## src/rtl/inst_fetch_unit.sv

```systemverilog
// inst_fetch_unit: owns the PC and fetches into a valid/ready IF/ID register.
// One outstanding imem request; taken-branch redirects flush and refetch.
module inst_fetch_unit #(
    parameter logic [31:0] RESET_PC = 32'h0000_0000,
    parameter logic [31:0] NOP_INST = 32'h0000_0013
) (
    input  logic        clk_i,
    input  logic        rst_i,
    output logic        imem_req_o,
    output logic [31:0] imem_addr_o,
    input  logic        imem_rvalid_i,
    input  logic [31:0] imem_rdata_i,
    output logic        id_valid_o,
    input  logic        id_ready_i,
    output logic [31:0] id_inst_o,
    output logic [31:0] id_pc_o,
    input  logic        redirect_i,
    input  logic [31:0] redirect_pc_i
);

    typedef enum logic [1:0] {
        S_FETCH,
        S_WAIT,
        S_HOLD,
        S_DROP
    } state_t;

    state_t      state;
    logic [31:0] pc;
    logic [31:0] id_inst;
    logic [31:0] id_pc;
    logic [31:0] buf_inst;
    logic [31:0] buf_pc;
    logic        id_valid;
    logic        drained;

    assign drained     = !id_valid || id_ready_i;
    // Gated by reset so no request leaks out while rst_i is held.
    assign imem_req_o  = (state == S_FETCH) && !rst_i;
    assign imem_addr_o = pc;
    assign id_valid_o  = id_valid;
    assign id_inst_o   = id_valid ? id_inst : NOP_INST;
    assign id_pc_o     = id_valid ? id_pc : 32'h0;

    always_ff @(posedge clk_i or posedge rst_i) begin
        if (rst_i) begin
            state    <= S_FETCH;
            pc       <= RESET_PC;
            id_valid <= 1'b0;
            id_inst  <= NOP_INST;
            id_pc    <= 32'h0;
            buf_inst <= 32'h0;
            buf_pc   <= 32'h0;
        end else if (redirect_i) begin
            pc       <= redirect_pc_i & 32'hFFFF_FFFC;
            id_valid <= 1'b0;
            if (state == S_WAIT && !imem_rvalid_i)
                state <= S_DROP;
            else
                state <= S_FETCH;
        end else begin
            if (id_valid && id_ready_i)
                id_valid <= 1'b0;
            unique case (state)
                S_FETCH: state <= S_WAIT;
                S_WAIT: begin
                    if (imem_rvalid_i) begin
                        pc <= pc + 32'd4;
                        if (drained) begin
                            id_inst  <= imem_rdata_i;
                            id_pc    <= pc;
                            id_valid <= 1'b1;
                            state    <= S_FETCH;
                        end else begin
                            buf_inst <= imem_rdata_i;
                            buf_pc   <= pc;
                            state    <= S_HOLD;
                        end
                    end
                end
                S_HOLD: begin
                    if (drained) begin
                        id_inst  <= buf_inst;
                        id_pc    <= buf_pc;
                        id_valid <= 1'b1;
                        state    <= S_FETCH;
                    end
                end
                S_DROP: begin
                    if (imem_rvalid_i)
                        state <= S_FETCH;
                end
                default: state <= S_FETCH;
            endcase
        end
    end

endmodule

```

## config.mk

```make
export PLATFORM = sky130hd
export DESIGN_NAME = inst_fetch_unit
export DESIGN_NICKNAME = d
export VERILOG_FILES = /design/src/rtl/inst_fetch_unit.sv
export SDC_FILE = /design/constraint.sdc
export NUM_CORES = 1
export LEC_CHECK = 0
export ABC_AREA = 1
export CAP_MARGIN = 20
export CORE_ASPECT_RATIO = 0.8
export CORE_MARGIN = 4
export CORE_UTILIZATION = 45
export CTS_CLUSTER_SIZE = 8
export DETAILED_ROUTE_END_ITERATION = 6
export PLACE_DENSITY = 0.71
export SYNTH_ARGS = -nofsm -noshare
export SYNTH_HDL_FRONTEND = slang
export SYNTH_SLANG_ARGS = --single-unit
```

## constraint.sdc

```tcl
create_clock -name clk_i -period 10.3 [get_ports clk_i]
set_input_delay 2.06 -clock clk_i [delete_from_list [all_inputs] [get_ports clk_i]]
set_output_delay 2.06 -clock clk_i [all_outputs]
set_load 0.01 [all_outputs]
```

Yosys cells after proc, flatten, opt, wreduce, memory -nomap -nowiden
Index checks and enable logic that the tools add are counted.
{"block": "totals", "ff_bits": 163, "in_bits": 69, "wordCells": 59}
{"block": "op_classes", "addsub": 1, "n_eq_ne": 9, "mux": 25, "bitwise": 2, "n_reduce_logical": 15}
{"cell": "$mux W32", "count": 11}
{"cell": "$pmux W32 S2", "count": 2}
{"cell": "$add A32 B3 Y32 const B", "count": 1}
{"cell": "$mux W2", "count": 6}
{"cell": "$ne A3 B3 Y1 const B", "count": 3}
{"cell": "$pmux W2 S4", "count": 1}
{"cell": "$ne A2 B2 Y1 const B", "count": 3}
{"cell": "$reduce_bool A2 Y1", "count": 3}
{"cell": "$reduce_and A5 Y1", "count": 1}
{"cell": "$eq A2 B2 Y1 const B", "count": 2}
{"cell": "$mux W1", "count": 4}
{"cell": "$reduce_and A4 Y1", "count": 1}
{"cell": "$logic_and A1 B1 Y1", "count": 3}
{"cell": "$logic_not A1 Y1", "count": 3}
{"cell": "$reduce_and A3 Y1", "count": 1}
{"cell": "$eq A2 B1 Y1 const B", "count": 1}
{"cell": "$logic_not A2 Y1", "count": 1}
{"cell": "$not A1 Y1", "count": 2}
{"cell": "$pmux W1 S2", "count": 1}
{"cell": "$reduce_and A2 Y1", "count": 1}
{"cell": "$logic_or A1 B1 Y1", "count": 1}

Depth between registers and ports, before layout
Gate-level depths: netlist (run 1).
{"block": "logic_depth", "word_depth": 6, "mapped_depth": 10, "depth_no_buf": 10}

Worst setup path before layout (run 1)
Ideal clock, no wire load.
{"block": "synth_path", "kind": "input -> output", "from": "in rst_i", "to": "out imem_req_o", "arrival_ns": 2.229, "required_ns": 8.240, "path_slack_ns": 6.011, "stages": 1, "n_path_buf": 0, "path_cell_list": "nor2_1"}
{"block": "synth_between", "elab_chain_cells": 2}
{"item": "start: declaration", "line_no": "8", "rtl": "input logic rst_i,"}
{"item": "$logic_not A1 Y1 (no source line)"}
{"item": "$logic_and A1 B1 Y1", "line_no": "39", "rtl": "assign imem_req_o = (state == S_FETCH) && !rst_i;"}
{"item": "end: declaration", "line_no": "9", "rtl": "output logic imem_req_o,"}
Every way passes these cells.

Worst setup path in the final report (run 1)
Same ends and word-level chain as after synthesis.

==> impl_results.md, run 1 <==
- Mapped Cells: 1137
- Crit Path Class: input port to primary output
- Max cap viols: 0
- Static leakage: 5.306 nW
- Slew margin rel.: 0.3780
- Final ANT Viol Nets: 0
- Worst Setup EP: imem_req_o
- Pwr/cell area: 257.3 mW/mm^2
- R2R depth: 10
- Most frequent cells in the layout: nand2_1, inv_1, clkdlybuf4s50_1
- Worst vdd ir: 0.0001223 V
- Vias/cell: 5.001
- Initial Utilization: 0.4652
- Status: completed
- Cell variety after synth: 25
- CP Capture Type: primary output
- Layout cell share with drive strength beyond 1: 0.04239
- Max Clock Skew: 7.681 ps
- Hold buffer count at cts: 0
- Maximum fanout along the worst path: 2
- Detail Placement HPWL: 14.06 mm
- Largest net degree at the start of global routing: 125
- DIE HEIGHT: 128.6 um
- GPL Wtd Cong: 0.9127
- Number of global-route vias before repair: 6923
- Worst Setup SP: rst_i
- Pre-antenna DRT Iters: 5
- CP Launch Type: input port
- Tightest Pin Transition: 931.7 ps
- Post_cts resized: 0
- Routed wire per std cell: 13.91 um
- Required @ worst endpoint: 8240 ps
- HP Class: flop to flop
- Fmax: 0.1896 GHz
- Worst skew pair latency: 430 ps
- Post-route DRC: 0
- Synth Warn #: 0
- IO Count: 167
- CTS H-tree depth: 4
- Netlist Area Pre-Place: 0.008184 mm^2
- DP Cell Count: 1466
- Syn_area_per_cell: 7.198 um^2
- Fin. max-slew vios: 0
- Site Rows: 43
- Post-Route WL: 20.86 mm
- Area added between synthesis and finish: 28.24%
- Final hold vios: 0
- Die ar.: 0.02042 mm^2
- IO Port Bufs: 160
- Root buffer cell: clkbuf_16
- Global-route wire length before repair: 34.65 mm
- CP arrival: 3210 ps
- TritonCTS buffer count: 17
- Period Utilization, post-route: 0.5120
- Vias post-DR: 7496
- Reg2Reg Setup Slack: 7360 ps
- Setup TNS: 0 ps
- Most common cell after layout, fill and taps aside: nand2_1
- Final #Nets: 1337
- Non-Filler Instances: 1499
- R2R Path End: id_inst[12]
- Clock Pin Slew Worst Setup and Hold Paths: 60 ps
- Seq cells post-synth: 157
- GRT overflow: 0
- Finished Core Util: 0.5965
- R2r startpoint: id_valid_o
- Die W: 158.8 um
- Final hold slack: 485.8 ps
- # Post-CTS Setup Buffers: 0
- Clock tree sinks: 157
- Initial antenna violation count: 0
- Gr usage total: 0.2069
- RSZ-0062 raised after global routing: no
- Sequential share of the synthesized area: 0.4805
- Crit path time final: 5274 ps
- CTS max path bufs: 2
- Drt initial violations: 496
- Placeable Area: 0.01759 mm^2
- Final setup fails: 0
- Ant. Diodes: 0
- CTS tree: yes
==> report_power, final <==
| group | leakage [nW] | switching (mW) | internal [mW] |
|---|---|---|---|
| clock network | 0.318 | 0.272 | 0.436 |
| registers | 1.89 | 0.154 | 0.841 |
| logic | 3.09 | 0.557 | 0.441 |
==> final cells by class <==
class                      instances  area, um^2
multi-input combinational        749        3316
clock inverter                    15       236.5
fill                            1646        7098
sequential                       157        3934
inverter                         170       643.1
tap                              225       281.5
clock buffer                      17       425.4
timing repair buffer             166        1659
==> worst min-delay path by stage <==
| stage | endpoint | start | depth (start not counted) | slack [ps] |
|---|---|---|---|---|
| floorplan | buf_inst[0] | buf_inst[0] | 2 | 450 |
| global placement | buf_inst[30] | buf_inst[30] | 2 | 470 |
| detailed placement | buf_pc[5] | buf_pc[5] | 2 | 470 |
| CTS | buf_pc[7] | buf_pc[7] | 2 | 490 |
| global route | buf_pc[30] | buf_pc[30] | 2 | 500 |
| finish | buf_pc[9] | buf_pc[9] | 2 | 490 |
==> worst max-delay path, cell delays in order <==
cell and delay, ps:
clkdlybuf4s50_1 490, nor2_1 130, clkdlybuf4s50_1 540
==> per-stage QoR <==
step	instance area, um^2	setup slack (ps)	power (mW)
after global routing	10500	4970	2.902
after CTS	10480	5017	2.726
after global placement	9813	5023	1.975
after detailed placement	9813	4993	2.006
after floorplan	8195	4010	1.587
final	10500	5026	2.701
==> sequential cells by signal, summed over array words and instances (netlist names) <==
register and cells:
buf_inst 32, id_inst 32, buf_pc 30, id_pc 30
imem_addr_o 30, state 2, id_valid_o 1
==> routing by layer <==
metal / up-vias / routed length [um] / track usage
met1: 3452 / 10020 / 0.3005
met5: - / 0 / 0
li1: 3783 / - / -
met3: 18 / 1482 / 0.04995
met2: 243 / 9122 / 0.3103
met4: 0 / 234 / 0.06224
==> synthesized netlist by cell type <==
cell / number / share of area
a211oi_1: 2 / 0.0018
a21oi_1: 120 / 0.073
a21oi_2: 1 / 0.0011
a31oi_1: 5 / 0.0038
buf_1: 1 / 0.00046
buf_2: 18 / 0.011
buf_4: 5 / 0.0046
buf_6: 7 / 0.0096
clkbuf_1: 33 / 0.015
conb_1: 1 / 0.00046
dfrtp_1: 154 / 0.47
dfstp_2: 3 / 0.0096
ha_1: 7 / 0.011
inv_1: 168 / 0.077
inv_2: 2 / 0.00092
nand2_1: 287 / 0.13
nand2_2: 2 / 0.0015
nand3_1: 48 / 0.029
nand3b_1: 1 / 0.00092
nand4_1: 1 / 0.00076
nor2_1: 159 / 0.073
nor2_2: 5 / 0.0038
o211ai_1: 10 / 0.0092
o21ai_0: 95 / 0.058
o21ai_1: 2 / 0.0012
==> kinds of logic (layout without fill, tap and decap cells) <==
| family | count (synthesis) | in the layout | share of synthesized area |
|---|---|---|---|
| adder cells (fa/ha/maj) | 7 | 7 | 0.01070 |
| buffers and inverters | 234 | 368 | 0.1188 |
| other | 1 | 4 | 0.0004582 |
| AO/OA/AOI/OAI | 235 | 235 | 0.1486 |
| AND/OR/NAND/NOR | 503 | 503 | 0.2409 |
| flip-flops | 157 | 157 | 0.4805 |
No activity file was read; power rests on OpenSTA's default activity.
==> run 2: changes to the inputs <==
--- a/config.mk
+++ b/config.mk
@@ -12,7 +12,7 @@
 export CORE_UTILIZATION = 45
 export CTS_CLUSTER_SIZE = 8
 export DETAILED_ROUTE_END_ITERATION = 6
-export PLACE_DENSITY = 0.71
+export PLACE_DENSITY = 0.74
 export SYNTH_ARGS = -nofsm -noshare
 export SYNTH_HDL_FRONTEND = slang
 export SYNTH_SLANG_ARGS = --single-unit
==> constraint.sdc (replaced) <==
create_clock -name clk_i -period 4.85 [get_ports clk_i]
set_input_delay 0.97 -clock clk_i [delete_from_list [all_inputs] [get_ports clk_i]]
set_output_delay 0.97 -clock clk_i [all_outputs]
set_load 0.01 [all_outputs]
==> run 2 against run 1 <==
Net effect: die area stayed put; critical path depth grew 1; critical path type is now flop to primary output; flip-flop and latch count unchanged; critical endpoint is now id_pc_o[30]; first-iteration DRC count grew 15%; hold slack barely moved.
==> impl_results.md, run 2 (synthesis gave the netlist of run 1 again) <==
- Crit path time final: 3457 ps
- RSZ-0062 raised after global routing: no
- IO Port Bufs: 160
- Worst Hold Endpoint: buf_inst[8]
- Required @ worst endpoint: 3880 ps
- Detail Placement HPWL: 13.73 mm
- Hold path depth: 2
- Worst vdd ir: 0.0002460 V
- Area added between synthesis and finish: 28.27%
- CP Capture Type: primary output
- Clock Pin Slew Worst Setup and Hold Paths: 60 ps
- Ant. Diodes: 0
- Number of global-route vias before repair: 6985
- Peak per-stage delay on the critical path: 920 ps
- Final #Nets: 1338
- CTS max path bufs: 2
- Max Clock Skew: 9.516 ps
- # Post-CTS Setup Buffers: 0
- Largest net degree at the start of global routing: 135
- CP arrival: 2490 ps
- Finished Core Util: 0.5967
- Final ANT Viol Nets: 0
- Initial Utilization: 0.4652
- Most common cell after layout, fill and taps aside: nand2_1
- DP Cell Count: 1467
- Worst skew pair latency: 420 ps
- Worst-path cell with the longest stage delay: dfrtp_2
- Slew margin rel.: 0.4360
- Clock tree sinks: 157
- Fin. max-slew vios: 0
- Maximum fanout along the worst path: 43
- Post-route DRC: 0
- CP Launch Type: flop
- Final hold vios: 0
- Gr usage total: 0.2062
- Status: completed
- Pwr/cell area: 539.3 mW/mm^2
- GRT overflow: 0
- Final setup fails: 0
- Site Rows: 43
- Layout cell share with drive strength beyond 1: 0.04235
- CTS tree: yes
- R2R depth: 7
- IO Count: 167
- Pre-antenna DRT Iters: 5
- Initial antenna violation count: 0
- Setup TNS: 0 ps
- Routed wire per std cell: 13.77 um
- R2R Path End: buf_inst[7]
- Post-Route WL: 20.66 mm
- Reg2Reg Setup Slack: 2150 ps
- Most frequent cells in the layout: nand2_1, inv_1, clkdlybuf4s50_1
- Die W: 158.8 um
- Root buffer cell: clkbuf_16
- GPL Wtd Cong: 0.9184
- Post_cts resized: 0
- Vias post-DR: 7547
- Period Utilization, post-route: 0.7128
- Placeable Area: 0.01759 mm^2
- TritonCTS buffer count: 17
- DIE HEIGHT: 128.6 um
- Biggest regs: buf_inst x32, id_inst x32
- Crit Path Class: flop to primary output
- Hold buffer count at cts: 0
- Die ar.: 0.02042 mm^2
- Non-Filler Instances: 1500
- Tightest Pin Transition: 846.0 ps
- CTS H-tree depth: 4
- PnR Total Power: 5.662 mW
- HP Class: flop to flop
- Max cap viols: 0
- Fmax: 0.2893 GHz
- R2r startpoint: state[1]
- Static leakage: 5.303 nW
- Critical path cell sequence: buf_4 -> nand2_1 -> inv_1 -> clkdlybuf4s50_1
- Hold_sp: buf_inst[8]
- Drt initial violations: 572
- Vias/cell: 5.031
- Global-route wire length before repair: 34.89 mm
==> run 2: per-stage QoR <==
step                hold WS [ps]  area (um^2)  setup slack (ps)
finish                     485.4        10500              1393
global placement           466.7         9844              1523
global route               502.2        10500              1216
CTS                        488.5        10480              1354
floorplan                  452.9         8199              1896
detailed placement         473.1         9844              1463
==> run 2: layout make-up <==
class                      instances  area (um^2)
clock buffer                      19        442.9
timing repair buffer             167         1692
tap                              225        281.5
clock inverter                    13        190.2
sequential                       157         3934
fill                            1596         7096
inverter                         170        641.9
multi-input combinational        749         3316
==> run 2: worst max-delay path by stage <==
stage,slack [ps],from,end,cells past startpoint
5_1_grt,1220,id_valid_o,id_pc_o[31],4
3_5_place_dp,1460,redirect_i,imem_addr_o[30],8
4_1_cts,1350,id_valid_o,id_inst_o[12],4
3_3_place_gp,1520,redirect_i,imem_addr_o[30],8
2_1_floorplan,1900,rst_i,buf_inst[0],1
6_report,1390,id_valid_o,id_pc_o[30],4
==> run 2: report_power, final <==
group / switching, mW / internal (mW) / leakage (nW)
registers: 0.354 / 1.79 / 1.89
logic: 1.15 / 0.945 / 3.10
clock network: 0.543 / 0.879 / 0.307
==> run 2: critical path: cells and delay by family, from the launching register on <==
kind | cells | cell delay [ps]
flops | 1 | 920
buf+inv | 3 | 1050
simple gates | 1 | 80
==> run 2: layer usage <==
layer  share of wire  track usage
met3           0.072      0.04579
met1            0.49       0.3094
met2            0.43       0.3047
met5               0            0
met4           0.012      0.05357
